==> src/rtl/tlb_pkg.sv <==
// Shared types and CSR field positions for the TLB management sequencer.
// The packed tlb_entry_t layout is the bit format used on the tlb write and read ports.
package tlb_pkg;

    typedef enum logic [2:0] {
        OP_NONE = 3'd0,
        OP_SRCH = 3'd1,
        OP_RD   = 3'd2,
        OP_WR   = 3'd3,
        OP_FILL = 3'd4,
        OP_INV  = 3'd5
    } op_code_e;

    typedef enum logic [1:0] {
        S_IDLE,
        S_EXEC,
        S_RESP
    } state_e;

    typedef struct packed {
        logic [19:0] ppn;
        logic [1:0]  plv;
        logic [1:0]  mat;
        logic        d;
        logic        v;
    } tlb_page_t;

    typedef struct packed {
        logic [18:0] vppn;
        logic [5:0]  ps;
        logic        g;
        logic [9:0]  asid;
        logic        e;
        tlb_page_t   p0;
        tlb_page_t   p1;
    } tlb_entry_t;

    localparam int ENTRY_W = $bits(tlb_entry_t);

    // Field offsets within the packed entry, MSB first.
    localparam int ENT_VPPN_LO = ENTRY_W - 19;
    localparam int ENT_PS_LO   = ENT_VPPN_LO - 6;
    localparam int ENT_G       = ENT_PS_LO - 1;
    localparam int ENT_ASID_LO = ENT_G - 10;
    localparam int ENT_E       = ENT_ASID_LO - 1;
    localparam int ENT_P0_LO   = ENT_E - $bits(tlb_page_t);
    localparam int ENT_P1_LO   = 0;

    localparam int TLBIDX_NE   = 31;
    localparam int TLBIDX_PS_HI = 29;
    localparam int TLBIDX_PS_LO = 24;
    localparam int EHI_VPPN_LO = 13;
    localparam int ELO_V       = 0;
    localparam int ELO_D       = 1;
    localparam int ELO_PLV_LO  = 2;
    localparam int ELO_MAT_LO  = 4;
    localparam int ELO_G       = 6;
    localparam int ELO_PPN_LO  = 8;

    localparam int PS_4K = 12;
    localparam int PS_4M = 21;

    localparam logic [4:0] INV_OP_MAX = 5'd6;

    typedef struct packed {
        logic        err;
        logic [3:0]  wmask;
        logic        tlbidx_we;
        logic [31:0] tlbidx;
        logic [31:0] ehi;
        logic [31:0] elo0;
        logic [31:0] elo1;
        logic [9:0]  asid;
    } rsp_t;

    function automatic tlb_page_t elo_to_page(input logic [31:0] elo);
        tlb_page_t p;
        p.ppn = elo[ELO_PPN_LO+:20];
        p.plv = elo[ELO_PLV_LO+:2];
        p.mat = elo[ELO_MAT_LO+:2];
        p.d   = elo[ELO_D];
        p.v   = elo[ELO_V];
        return p;
    endfunction

    function automatic logic [31:0] page_to_elo(input tlb_page_t p, input logic g);
        logic [31:0] r;
        r                 = '0;
        r[ELO_PPN_LO+:20] = p.ppn;
        r[ELO_G]          = g;
        r[ELO_MAT_LO+:2]  = p.mat;
        r[ELO_PLV_LO+:2]  = p.plv;
        r[ELO_D]          = p.d;
        r[ELO_V]          = p.v;
        return r;
    endfunction

endpackage

==> src/rtl/tlb_op_ctrl_if.sv <==
// Request/response channel between the pipeline/CSR side and tlb_op_ctrl.
// master = pipeline and CSR file, slave = the sequencer.
interface tlb_op_ctrl_if;
    logic        op_valid;
    logic        op_ready;
    logic [2:0]  op_code;
    logic [4:0]  inv_op;
    logic [9:0]  inv_asid;
    logic [18:0] inv_vppn;
    logic [31:0] csr_tlbidx;
    logic [31:0] csr_tlbehi;
    logic [31:0] csr_tlbelo0;
    logic [31:0] csr_tlbelo1;
    logic [9:0]  csr_asid;

    logic        rsp_valid;
    logic        rsp_ready;
    logic        rsp_err;
    logic [3:0]  rsp_wmask;
    logic        rsp_tlbidx_we;
    logic [31:0] rsp_tlbidx;
    logic [31:0] rsp_tlbehi;
    logic [31:0] rsp_tlbelo0;
    logic [31:0] rsp_tlbelo1;
    logic [9:0]  rsp_asid;

    modport master (
        output op_valid, op_code, inv_op, inv_asid, inv_vppn,
               csr_tlbidx, csr_tlbehi, csr_tlbelo0, csr_tlbelo1, csr_asid, rsp_ready,
        input  op_ready, rsp_valid, rsp_err, rsp_wmask, rsp_tlbidx_we,
               rsp_tlbidx, rsp_tlbehi, rsp_tlbelo0, rsp_tlbelo1, rsp_asid
    );

    modport slave (
        input  op_valid, op_code, inv_op, inv_asid, inv_vppn,
               csr_tlbidx, csr_tlbehi, csr_tlbelo0, csr_tlbelo1, csr_asid, rsp_ready,
        output op_ready, rsp_valid, rsp_err, rsp_wmask, rsp_tlbidx_we,
               rsp_tlbidx, rsp_tlbehi, rsp_tlbelo0, rsp_tlbelo1, rsp_asid
    );
endinterface

==> src/rtl/tlb_fill_idx_gen.sv <==
// TLBFILL replacement index: free-running, advances every clock.
// TLB_FILL_LFSR_EN selects a 4-bit Galois LFSR (x^4+x^3+1); otherwise a mod-TLBNUM counter.
module tlb_fill_idx_gen #(
    parameter  int TLBNUM = 16,
    localparam int IW     = $clog2(TLBNUM)
) (
    input  logic          clk,
    input  logic          resetn,
    output logic [IW-1:0] fill_idx
);

`ifdef TLB_FILL_LFSR_EN
    if (TLBNUM != 16) begin : g_bad_tlbnum
        $error("tlb_fill_idx_gen: TLB_FILL_LFSR_EN requires TLBNUM == 16");
    end

    // Right-shifting Galois form; the seed is nonzero so the state never reaches 0.
    always_ff @(posedge clk or negedge resetn) begin
        if (!resetn) fill_idx <= IW'(1);
        else         fill_idx <= (fill_idx >> 1) ^ (fill_idx[0] ? IW'(4'hC) : '0);
    end
`else
    always_ff @(posedge clk or negedge resetn) begin
        if (!resetn)                          fill_idx <= '0;
        else if (fill_idx == IW'(TLBNUM - 1)) fill_idx <= '0;
        else                                  fill_idx <= fill_idx + IW'(1);
    end
`endif

endmodule

==> src/rtl/tlb_op_ctrl.sv <==
// Executes one LoongArch TLB management instruction at a time (IDLE -> EXEC -> RESP).
// The TLBFILL index source is chosen by TLB_FILL_LFSR_EN inside tlb_fill_idx_gen.
module tlb_op_ctrl
    import tlb_pkg::*;
#(
    parameter  int TLBNUM = 16,
    localparam int IW     = $clog2(TLBNUM)
) (
    input  logic          clk,
    input  logic          resetn,
    tlb_op_ctrl_if.slave  bus,
    output logic [18:0]   tlb_s_vppn,
    output logic [9:0]    tlb_s_asid,
    input  logic          tlb_s_found,
    input  logic [IW-1:0] tlb_s_index,
    output logic          tlb_we,
    output logic [IW-1:0] tlb_w_index,
    output tlb_entry_t    tlb_w_entry,
    output logic          tlb_inv_valid,
    output logic [4:0]    tlb_inv_op,
    output logic [IW-1:0] tlb_r_index,
    input  tlb_entry_t    tlb_r_entry
);

    state_e        state_q, state_d;
    op_code_e      op_q;
    logic [4:0]    inv_op_q;
    logic [9:0]    inv_asid_q;
    logic [18:0]   inv_vppn_q;
    logic [31:0]   tlbidx_q;
    logic [18:0]   vppn_q;
    tlb_page_t     page0_q, page1_q;
    logic          g_q;
    logic [9:0]    asid_q;
    logic [IW-1:0] fill_q;
    logic [IW-1:0] fill_idx;
    rsp_t          rsp_q, rsp_d;
    logic          accept;

    tlb_fill_idx_gen #(.TLBNUM(TLBNUM)) u_fill_idx_gen (
        .clk      (clk),
        .resetn   (resetn),
        .fill_idx (fill_idx)
    );

    assign bus.op_ready = (state_q == S_IDLE);
    assign accept       = bus.op_valid && bus.op_ready;

    // NOTE: clocked state uses non-blocking (<=) so every flop samples pre-edge values.
    always_ff @(posedge clk or negedge resetn) begin
        if (!resetn) state_q <= S_IDLE;
        else         state_q <= state_d;
    end

    always_comb begin
        state_d = state_q;
        unique case (state_q)
            S_IDLE:  if (accept) state_d = S_EXEC;
            S_EXEC:  state_d = S_RESP;
            S_RESP:  if (bus.rsp_ready) state_d = S_IDLE;
            default: state_d = S_IDLE;
        endcase
    end

    // Only the CSR fields the operations consume are kept; fill_q takes the pre-advance index.
    always_ff @(posedge clk or negedge resetn) begin
        if (!resetn) begin
            op_q       <= OP_NONE;
            inv_op_q   <= '0;
            inv_asid_q <= '0;
            inv_vppn_q <= '0;
            tlbidx_q   <= '0;
            vppn_q     <= '0;
            page0_q    <= '0;
            page1_q    <= '0;
            g_q        <= 1'b0;
            asid_q     <= '0;
            fill_q     <= '0;
        end else if (accept) begin
            op_q       <= op_code_e'(bus.op_code);
            inv_op_q   <= bus.inv_op;
            inv_asid_q <= bus.inv_asid;
            inv_vppn_q <= bus.inv_vppn;
            tlbidx_q   <= bus.csr_tlbidx;
            vppn_q     <= bus.csr_tlbehi[31:EHI_VPPN_LO];
            page0_q    <= elo_to_page(bus.csr_tlbelo0);
            page1_q    <= elo_to_page(bus.csr_tlbelo1);
            g_q        <= bus.csr_tlbelo0[ELO_G] & bus.csr_tlbelo1[ELO_G];
            asid_q     <= bus.csr_asid;
            fill_q     <= fill_idx;
        end
    end

    // NOTE: every output and rsp_d gets a default first, so no path leaves a latch behind.
    always_comb begin
        tlb_s_vppn    = '0;
        tlb_s_asid    = '0;
        tlb_we        = 1'b0;
        tlb_w_index   = '0;
        tlb_w_entry   = '0;
        tlb_inv_valid = 1'b0;
        tlb_inv_op    = '0;
        tlb_r_index   = '0;
        rsp_d         = '0;
        rsp_d.tlbidx  = tlbidx_q;

        if (state_q == S_EXEC) begin
            case (op_q)
                OP_SRCH: begin
                    tlb_s_vppn             = vppn_q;
                    tlb_s_asid             = asid_q;
                    rsp_d.tlbidx_we        = 1'b1;
                    rsp_d.tlbidx[TLBIDX_NE] = !tlb_s_found;
                    if (tlb_s_found) rsp_d.tlbidx[IW-1:0] = tlb_s_index;
                end
                OP_RD: begin
                    tlb_r_index     = tlbidx_q[IW-1:0];
                    rsp_d.wmask     = 4'hF;
                    rsp_d.tlbidx_we = 1'b1;
                    rsp_d.tlbidx[TLBIDX_PS_HI:TLBIDX_PS_LO] = '0;
                    if (tlb_r_entry.e) begin
                        rsp_d.tlbidx[TLBIDX_NE] = 1'b0;
                        rsp_d.tlbidx[TLBIDX_PS_HI:TLBIDX_PS_LO] = tlb_r_entry.ps;
                        rsp_d.ehi  = {tlb_r_entry.vppn, 13'b0};
                        rsp_d.elo0 = page_to_elo(tlb_r_entry.p0, tlb_r_entry.g);
                        rsp_d.elo1 = page_to_elo(tlb_r_entry.p1, tlb_r_entry.g);
                        rsp_d.asid = tlb_r_entry.asid;
                    end else begin
                        rsp_d.tlbidx[TLBIDX_NE] = 1'b1;
                    end
                end
                OP_WR, OP_FILL: begin
                    tlb_we           = 1'b1;
                    tlb_w_index      = (op_q == OP_FILL) ? fill_q : tlbidx_q[IW-1:0];
                    tlb_w_entry.vppn = vppn_q;
                    tlb_w_entry.ps   = tlbidx_q[TLBIDX_PS_HI:TLBIDX_PS_LO];
                    tlb_w_entry.g    = g_q;
                    tlb_w_entry.asid = asid_q;
                    tlb_w_entry.e    = !tlbidx_q[TLBIDX_NE];
                    tlb_w_entry.p0   = page0_q;
                    tlb_w_entry.p1   = page1_q;
                end
                OP_INV: begin
                    if (inv_op_q <= INV_OP_MAX) begin
                        tlb_inv_valid = 1'b1;
                        tlb_inv_op    = inv_op_q;
                        tlb_s_vppn    = inv_vppn_q;
                        tlb_s_asid    = inv_asid_q;
                    end else begin
                        rsp_d.err = 1'b1;
                    end
                end
                default: rsp_d.err = 1'b1;
            endcase
        end
    end

    // The response image is cleared on handshake so rsp_* read 0 whenever rsp_valid is low.
    always_ff @(posedge clk or negedge resetn) begin
        if (!resetn)                                  rsp_q <= '0;
        else if (state_q == S_EXEC)                   rsp_q <= rsp_d;
        else if (state_q == S_RESP && bus.rsp_ready)  rsp_q <= '0;
    end

    assign bus.rsp_valid     = (state_q == S_RESP);
    assign bus.rsp_err       = rsp_q.err;
    assign bus.rsp_wmask     = rsp_q.wmask;
    assign bus.rsp_tlbidx_we = rsp_q.tlbidx_we;
    assign bus.rsp_tlbidx    = rsp_q.tlbidx;
    assign bus.rsp_tlbehi    = rsp_q.ehi;
    assign bus.rsp_tlbelo0   = rsp_q.elo0;
    assign bus.rsp_tlbelo1   = rsp_q.elo1;
    assign bus.rsp_asid      = rsp_q.asid;

endmodule
==> src/flat_wrapper.sv <==
// flat-port wrapper written by rule: the top's interface ports become plain ports
module tlb_op_ctrl_flat import tlb_pkg::*;
#(
    parameter  int TLBNUM = 16,
    localparam int IW     = $clog2(TLBNUM)
)
  (clk, resetn, tlb_s_vppn, tlb_s_asid, tlb_s_found, tlb_s_index, tlb_we, tlb_w_index, tlb_w_entry, tlb_inv_valid, tlb_inv_op, tlb_r_index, tlb_r_entry, bus_op_valid, bus_op_code, bus_inv_op, bus_inv_asid, bus_inv_vppn, bus_csr_tlbidx, bus_csr_tlbehi, bus_csr_tlbelo0, bus_csr_tlbelo1, bus_csr_asid, bus_rsp_ready, bus_op_ready, bus_rsp_valid, bus_rsp_err, bus_rsp_wmask, bus_rsp_tlbidx_we, bus_rsp_tlbidx, bus_rsp_tlbehi, bus_rsp_tlbelo0, bus_rsp_tlbelo1, bus_rsp_asid);
  tlb_op_ctrl_if bus_i ();
  input  logic clk;
  input  logic resetn;
  output logic [18:0] tlb_s_vppn;
  output logic [9:0] tlb_s_asid;
  input  logic tlb_s_found;
  input  logic [IW-1:0] tlb_s_index;
  output logic tlb_we;
  output logic [IW-1:0] tlb_w_index;
  output tlb_entry_t tlb_w_entry;
  output logic tlb_inv_valid;
  output logic [4:0] tlb_inv_op;
  output logic [IW-1:0] tlb_r_index;
  input  tlb_entry_t tlb_r_entry;
  input wire logic [$bits(bus_i.op_valid)-1:0] bus_op_valid;
  input wire logic [$bits(bus_i.op_code)-1:0] bus_op_code;
  input wire logic [$bits(bus_i.inv_op)-1:0] bus_inv_op;
  input wire logic [$bits(bus_i.inv_asid)-1:0] bus_inv_asid;
  input wire logic [$bits(bus_i.inv_vppn)-1:0] bus_inv_vppn;
  input wire logic [$bits(bus_i.csr_tlbidx)-1:0] bus_csr_tlbidx;
  input wire logic [$bits(bus_i.csr_tlbehi)-1:0] bus_csr_tlbehi;
  input wire logic [$bits(bus_i.csr_tlbelo0)-1:0] bus_csr_tlbelo0;
  input wire logic [$bits(bus_i.csr_tlbelo1)-1:0] bus_csr_tlbelo1;
  input wire logic [$bits(bus_i.csr_asid)-1:0] bus_csr_asid;
  input wire logic [$bits(bus_i.rsp_ready)-1:0] bus_rsp_ready;
  output wire logic [$bits(bus_i.op_ready)-1:0] bus_op_ready;
  output wire logic [$bits(bus_i.rsp_valid)-1:0] bus_rsp_valid;
  output wire logic [$bits(bus_i.rsp_err)-1:0] bus_rsp_err;
  output wire logic [$bits(bus_i.rsp_wmask)-1:0] bus_rsp_wmask;
  output wire logic [$bits(bus_i.rsp_tlbidx_we)-1:0] bus_rsp_tlbidx_we;
  output wire logic [$bits(bus_i.rsp_tlbidx)-1:0] bus_rsp_tlbidx;
  output wire logic [$bits(bus_i.rsp_tlbehi)-1:0] bus_rsp_tlbehi;
  output wire logic [$bits(bus_i.rsp_tlbelo0)-1:0] bus_rsp_tlbelo0;
  output wire logic [$bits(bus_i.rsp_tlbelo1)-1:0] bus_rsp_tlbelo1;
  output wire logic [$bits(bus_i.rsp_asid)-1:0] bus_rsp_asid;
  assign bus_i.op_valid = bus_op_valid;
  assign bus_i.op_code = bus_op_code;
  assign bus_i.inv_op = bus_inv_op;
  assign bus_i.inv_asid = bus_inv_asid;
  assign bus_i.inv_vppn = bus_inv_vppn;
  assign bus_i.csr_tlbidx = bus_csr_tlbidx;
  assign bus_i.csr_tlbehi = bus_csr_tlbehi;
  assign bus_i.csr_tlbelo0 = bus_csr_tlbelo0;
  assign bus_i.csr_tlbelo1 = bus_csr_tlbelo1;
  assign bus_i.csr_asid = bus_csr_asid;
  assign bus_i.rsp_ready = bus_rsp_ready;
  assign bus_op_ready = bus_i.op_ready;
  assign bus_rsp_valid = bus_i.rsp_valid;
  assign bus_rsp_err = bus_i.rsp_err;
  assign bus_rsp_wmask = bus_i.rsp_wmask;
  assign bus_rsp_tlbidx_we = bus_i.rsp_tlbidx_we;
  assign bus_rsp_tlbidx = bus_i.rsp_tlbidx;
  assign bus_rsp_tlbehi = bus_i.rsp_tlbehi;
  assign bus_rsp_tlbelo0 = bus_i.rsp_tlbelo0;
  assign bus_rsp_tlbelo1 = bus_i.rsp_tlbelo1;
  assign bus_rsp_asid = bus_i.rsp_asid;
  tlb_op_ctrl #(.TLBNUM(TLBNUM)) u_core (.clk(clk), .resetn(resetn), .bus(bus_i), .tlb_s_vppn(tlb_s_vppn), .tlb_s_asid(tlb_s_asid), .tlb_s_found(tlb_s_found), .tlb_s_index(tlb_s_index), .tlb_we(tlb_we), .tlb_w_index(tlb_w_index), .tlb_w_entry(tlb_w_entry), .tlb_inv_valid(tlb_inv_valid), .tlb_inv_op(tlb_inv_op), .tlb_r_index(tlb_r_index), .tlb_r_entry(tlb_r_entry));
endmodule
==> config.mk <==
export PLATFORM = sky130hd
export DESIGN_NAME = tlb_op_ctrl_flat
export DESIGN_NICKNAME = d
export VERILOG_FILES = /design/src/rtl/tlb_pkg.sv /design/src/rtl/tlb_op_ctrl_if.sv /design/src/rtl/tlb_fill_idx_gen.sv /design/src/rtl/tlb_op_ctrl.sv /design/src/flat_wrapper.sv
export SDC_FILE = /design/constraint.sdc
export NUM_CORES = 1
export LEC_CHECK = 0
export ABC_AREA = 1
export BUFFER_PORTS_ARGS = -buffer_cell sky130_fd_sc_hd__buf_4
export CORE_AREA = 2 2 213 215
export CTS_CLUSTER_SIZE = 24
export DETAILED_ROUTE_END_ITERATION = 7
export DIE_AREA = 0 0 215 217
export GPL_ROUTABILITY_DRIVEN = 0
export HOLD_SLACK_MARGIN = 0.1
export SYNTH_ARGS = -nofsm -noshare
export SYNTH_HDL_FRONTEND = slang
export SYNTH_SLANG_ARGS = --single-unit
export TNS_END_PERCENT = 20
==> constraint.sdc <==
create_clock -name clk -period 4.6 [get_ports clk]
set_clock_uncertainty 0.05 [all_clocks]
set_input_delay 0.92 -clock clk [delete_from_list [all_inputs] [get_ports clk]]
set_output_delay 0.92 -clock clk [all_outputs]
set_load 0.02 [all_outputs]
**Word-level counts from Yosys, hierarchy flattened**

Cells that the tools add are included.

- Equality and inequality tests: 10
- Bitwise logic cells: 1
- Multiplexer cells: 38
- Reductions and logical operators: 9
- Add/sub/neg operators: 1
- $lt $le $gt $ge: 1

Operators by type and width:

| cell | number |
|---|---|
| $mux W144 | 2 |
| $mux W106 | 2 |
| $mux W89 | 2 |
| $mux W19 | 2 |
| $pmux W19 S2 | 1 |
| $mux W4 | 9 |
| $mux W10 | 2 |
| $pmux W10 S2 | 1 |
| $mux W5 | 3 |
| $mux W6 | 2 |
| $mux W1 | 7 |
| $eq A3 B2 Y1 const B | 2 |
| $eq A3 B3 Y1 const B | 2 |
| $pmux W2 S3 | 1 |
| $le A5 B3 Y1 const B | 1 |
| $add A4 B1 Y4 const B | 1 |
| $eq A4 B4 Y1 const B | 1 |
| $mux W2 | 2 |
| $ne A2 B2 Y1 const B | 2 |
| $pmux W2 S2 | 1 |
| $reduce_or A4 Y1 | 1 |
| $eq A3 B1 Y1 const B | 1 |
| $eq A2 B1 Y1 const B | 1 |
| $eq A2 B2 Y1 const B | 1 |
| other kinds (8) | 10 |

- Bits of input ports: 273
- Register bits: 305
- Output and inout port bits: 279

**Depth between registers and ports, before layout**

- Depth in word-level cells: 4
- Gate-level depth with buffers: 10
- Gate-level depth less buffers: 7

**Cells and area by module**

Synthesis repeated with hierarchy kept, for this count alone.

- Cells, all modules: 1477
- Area total of the unflattened synthesis: 12075.3 µm²

By module, submodules not included:

| module | cells an instance | area an instance (µm²) | times used |
|---|---|---|---|
| tlb_op_ctrl | 1463 | 11915.2 | 1 |
| tlb_fill_idx_gen | 14 | 160.2 | 1 |

**Worst setup path before layout**

Ideal clock, no wire load.

- Kind: flip-flop to output port
- From: reg u_core.inv_op_q[3]
- To: out tlb_inv_op[0]
- Slack: 2054 ps
- Cell stages (with the launch flop): 6
- Arrival: 1576 ps
- Path through: dfrtp_1 -> or2_2 -> nor2_1 -> buf_4 -> nand2_1 -> nor3b_1

- Word-level cells in the longest chain between the ends: 4

RTL lines:

| item | line | RTL |
|---|---|---|
| from (decl) | tlb_op_ctrl.sv:27 | `logic [4:0] inv_op_q;` |
| from (signal assigned) | tlb_op_ctrl.sv:81 | `inv_op_q <= bus.inv_op;` |
| $le A5 B3 Y1 | tlb_op_ctrl.sv:144 | `if (inv_op_q <= INV_OP_MAX) begin` |
| $mux W5 | tlb_op_ctrl.sv:144 |  |
| $mux W5 | tlb_op_ctrl.sv:108 | `case (op_q)` |
| $mux W5 | tlb_op_ctrl.sv:107 | `if (state_q == S_EXEC) begin` |
| to (decl) | flat_wrapper.sv:19 | `output logic [4:0] tlb_inv_op;` |

Every way passes these cells.

**Worst setup path in the final report**

- From: reg u_core.op_q[2]
- To: out tlb_s_asid[6]

- Word-level cells in the longest chain between the ends: 3
- Elaborated cells on any way between the ends: 4

RTL lines:

| item | line | RTL |
|---|---|---|
| from (decl) | tlb_op_ctrl.sv:26 | `op_code_e op_q;` |
| from (signal assigned) | tlb_op_ctrl.sv:80 | `op_q <= op_code_e'(bus.op_code);` |
| $eq A3 B3 Y1 / $eq A3 B1 Y1 (equally long branches) | tlb_op_ctrl.sv:108 |  |
| $pmux W10 S2 * | tlb_op_ctrl.sv:108 |  |
| $mux W10 * | tlb_op_ctrl.sv:107 |  |
| to (decl) | flat_wrapper.sv:12 | `output logic [9:0] tlb_s_asid;` |

Every way passes the cells marked *; elsewhere a longest branch is shown, timed or not.

==> summary.txt <==
Floorplan
  • Die height: 217 µm
  • I/O pin count: 552
  • Die area: 46700 µm²
  • FP Rows: 78
  • Initial Utilization: 0.271
  • Core area: 44700 µm²
  • Die W: 215 µm

Final layout
  • Leading cell type in the layout, fill and taps excluded: buf_4
  • Layout cells sized above 1: 0.302
  • Cell area after layout: 17200 µm²
  • Final #Nets: 2186
  • Filler Cells Inserted: 4661
  • Synth-to-layout area growth: 42.3%
  • Most frequent cells in the layout: buf_4 (516), nand2_1 (487), dfrtp_1 (278)
  • Final std cells w/o fill: 2537

Timing
  • Final setup viols: 0
  • Post-route minimum period: 3770 ps
  • Final hold vios: 0
  • Final worst setup slack: 827 ps
  • Fmax achieved: 265 MHz
  • Setup tns final: 0 ps
  • Tightest Pin Transition: 1050 ps
  • RSZ-0062 raised after global routing: false
  • Pins Over Slew Limit: 0
  • Relative slew slack: 0.303
  • Tcrit/Tclk final: 0.820

Power and ir drop
  • Leak Pwr: 8.90 nW
  • Total power: 0.00971 W
  • VDD IR max: 334 µV
  • PwrDens: 563 nW/µm²

Min path
  • Hold crit path type: in -> async

Worst setup path
  • Crit Path Max Fanout: 30
  • CP delay by family, top: buffers and inverters
  • CP Capture Type: output pin
  • CP Capture Point: tlb_s_asid[6]
  • CP required: 3630 ps
  • Path length in cells of the critical path: 6
  • Crit-path cells: inv_1 -> nand3_1 -> inv_1 -> nand2_1 -> a21oi_1 -> buf_4
  • CP Launch Point: u_core.op_q[2]
  • Buffer and inverter count on the worst path: 3
  • Worst-case reg-to-reg path depth: 8
  • Slowest cell on the critical path: inv_1
  • Worst r2r src: u_core.state_q[0]
  • CP arrival: 2800 ps
  • Largest stage delay on the critical path: 800 ps
  • WS Path Type: reg -> out
  • Reg-to-Reg End: u_core.bus.rsp_tlbelo1[23]
  • Critical Path Source Type: register
  • Setup slack, reg-to-reg: 1850 ps
  • Cell mode on critical path: inv_1

Synth
  • EDFF count, synth: 0
  • Warnings, synthesis: 0
  • Synth Cell Area: 12100 µm²
  • Top cells by area, synth: dfrtp_1 (57%), nand2_1 (15%), o21ai_0 (7.8%)
  • Synth unique cells: 25
  • Seq/Total Area, Yosys: 0.574
  • Yosys reg bits: 278
  • Cell taking the most area after synthesis: dfrtp_1
  • Post-synth top flop: dfrtp_1
  • Synth top area share: 0.574
  • Synth Instances: 1455
  • Async SR Flop Fraction: 1.00
  • Avg Synthesized Cell Area: 8.33 µm²

GRT
  • GRT overflow: 0
  • All-Layer GR Usage: 0.172
  • First-pass GRT wire length: 63600 µm
  • Pin count of the biggest net entering global routing: 196
  • Number of global-route vias before repair: 11.2k
  • Initial antenna violation count: 1

CTS
  • Clock transition at the registers of the reported paths: 60 ps
  • Hold buffer count at cts: 0
  • Root Driver: clkbuf_16
  • Post-cts resize count: 0
  • Post-CTS setup buffer count: 0
  • Cts bufs inserted: 31
  • Max Root-Sink Buffers: 3
  • Clk sinks: 278
  • H-tree depth: 1
  • Clock Latency Late Sink: 560 ps
  • CTS tree: yes

Run
  • Max cap viols: 0

Routing
  • Avg Vias per Cell: 4.40
  • Starting DRT DRC Count: 801
  • Drt pass-1 iters: 7
  • Post-route ant nets: 0
  • Total Routed Length: 41400 µm
  • Wirelength per Cell: 16.3 µm
  • Via Count: 11.2k
  • DRC: 0

Status
  • Status: complete, no violations

Placed design
  • DP Area: 16200 µm²
  • Detail Placement HPWL: 29600 µm
  • IO Port Bufs: 503
  • Placement Setup Slack: 1370 ps
  • Placed cells: 2479
## metrics by stage
stage / hold WS [ps] / utilization
2_1_floorplan: 384 / -
3_3_place_gp: 402 / 0.363
3_5_place_dp: 410 / 0.363
4_1_cts: 413 / 0.386
5_1_grt: 443 / 0.386
6_report: 419 / 0.386
## cells by family (layout without fill, tap and decap cells)
family,after synthesis,count (layout),synth area share
AND/OR/NAND/NOR,643,643,0.209
flip-flops,278,278,0.574
adder cells (fa/ha/maj),1,1,0.00103
buffers and inverters,256,713,0.100
XOR/XNOR,1,1,0.000723
AO/OA/AOI/OAI,275,275,0.115
other,1,26,0.000309
## flip-flops by register name (all words and copies together) (netlist names), 10 cells and up
name,cells
u_core.bus.rsp_tlbidx,32
u_core.tlbidx_q,32
u_core.bus.rsp_tlbelo1,27
u_core.bus.rsp_tlbelo0,26
u_core.page0_q,26
u_core.page1_q,26
u_core.bus.rsp_tlbehi,19
u_core.inv_vppn_q,19
u_core.vppn_q,19
u_core.asid_q,10
u_core.bus.rsp_asid,10
u_core.inv_asid_q,10
## synth_stat cells (all sizes together), types with 3 or more instances
master and instances:
nand2 489, nor3b 3, dfrtp 278, buf 88, a21oi 39, nand3 45, clkbuf 32, nand4 4
o21ai 236, nor2 100, inv 136
## area by class of cell
class                   instances  area, µm²  share of cell area
clock buffers                  48        900              0.0522
inverters                     136        513              0.0297
flip-flops and latches        278       6960               0.403
well taps                     600        751              0.0435
multi-input cells             945       4050               0.235
diodes                          1       2.50            0.000145
repair buffers                520       3950               0.229
clock inverters                 9        126             0.00733
## how the worst min path moves through the flow
stage                             to  cells after the start  slack, ps             startpoint
2_1_floorplan     u_core.inv_op_q[4]                      2        380     u_core.inv_op_q[4]
3_3_place_gp      u_core.inv_op_q[3]                      2        400     u_core.inv_op_q[3]
3_5_place_dp   u_core.inv_vppn_q[11]                      2        410  u_core.inv_vppn_q[11]
4_1_cts           u_core.tlbidx_q[5]                      1        410                 resetn
5_1_grt         u_core.inv_vppn_q[8]                      2        440   u_core.inv_vppn_q[8]
6_report         u_core.tlbidx_q[24]                      1        420                 resetn
## where the power goes
group,total (W),internal (W),switching (W)
Combinational,0.00342,0.00115,0.00227
Clock,0.00249,0.00150,0.000990
Sequential,0.00380,0.00334,0.000457
Total,0.00971,0.00599,0.00372
## per-layer routing
layer / up-vias / global-route usage / routed length, µm
met4: 0 / 0.0556 / 1220
met2: 410 / 0.287 / 19600
li1: 5398 / - / -
met1: 5290 / 0.218 / 17200
met3: 68 / 0.0447 / 3350
met5: - / 0 / 0
Power figures use the tool's default switching activity.
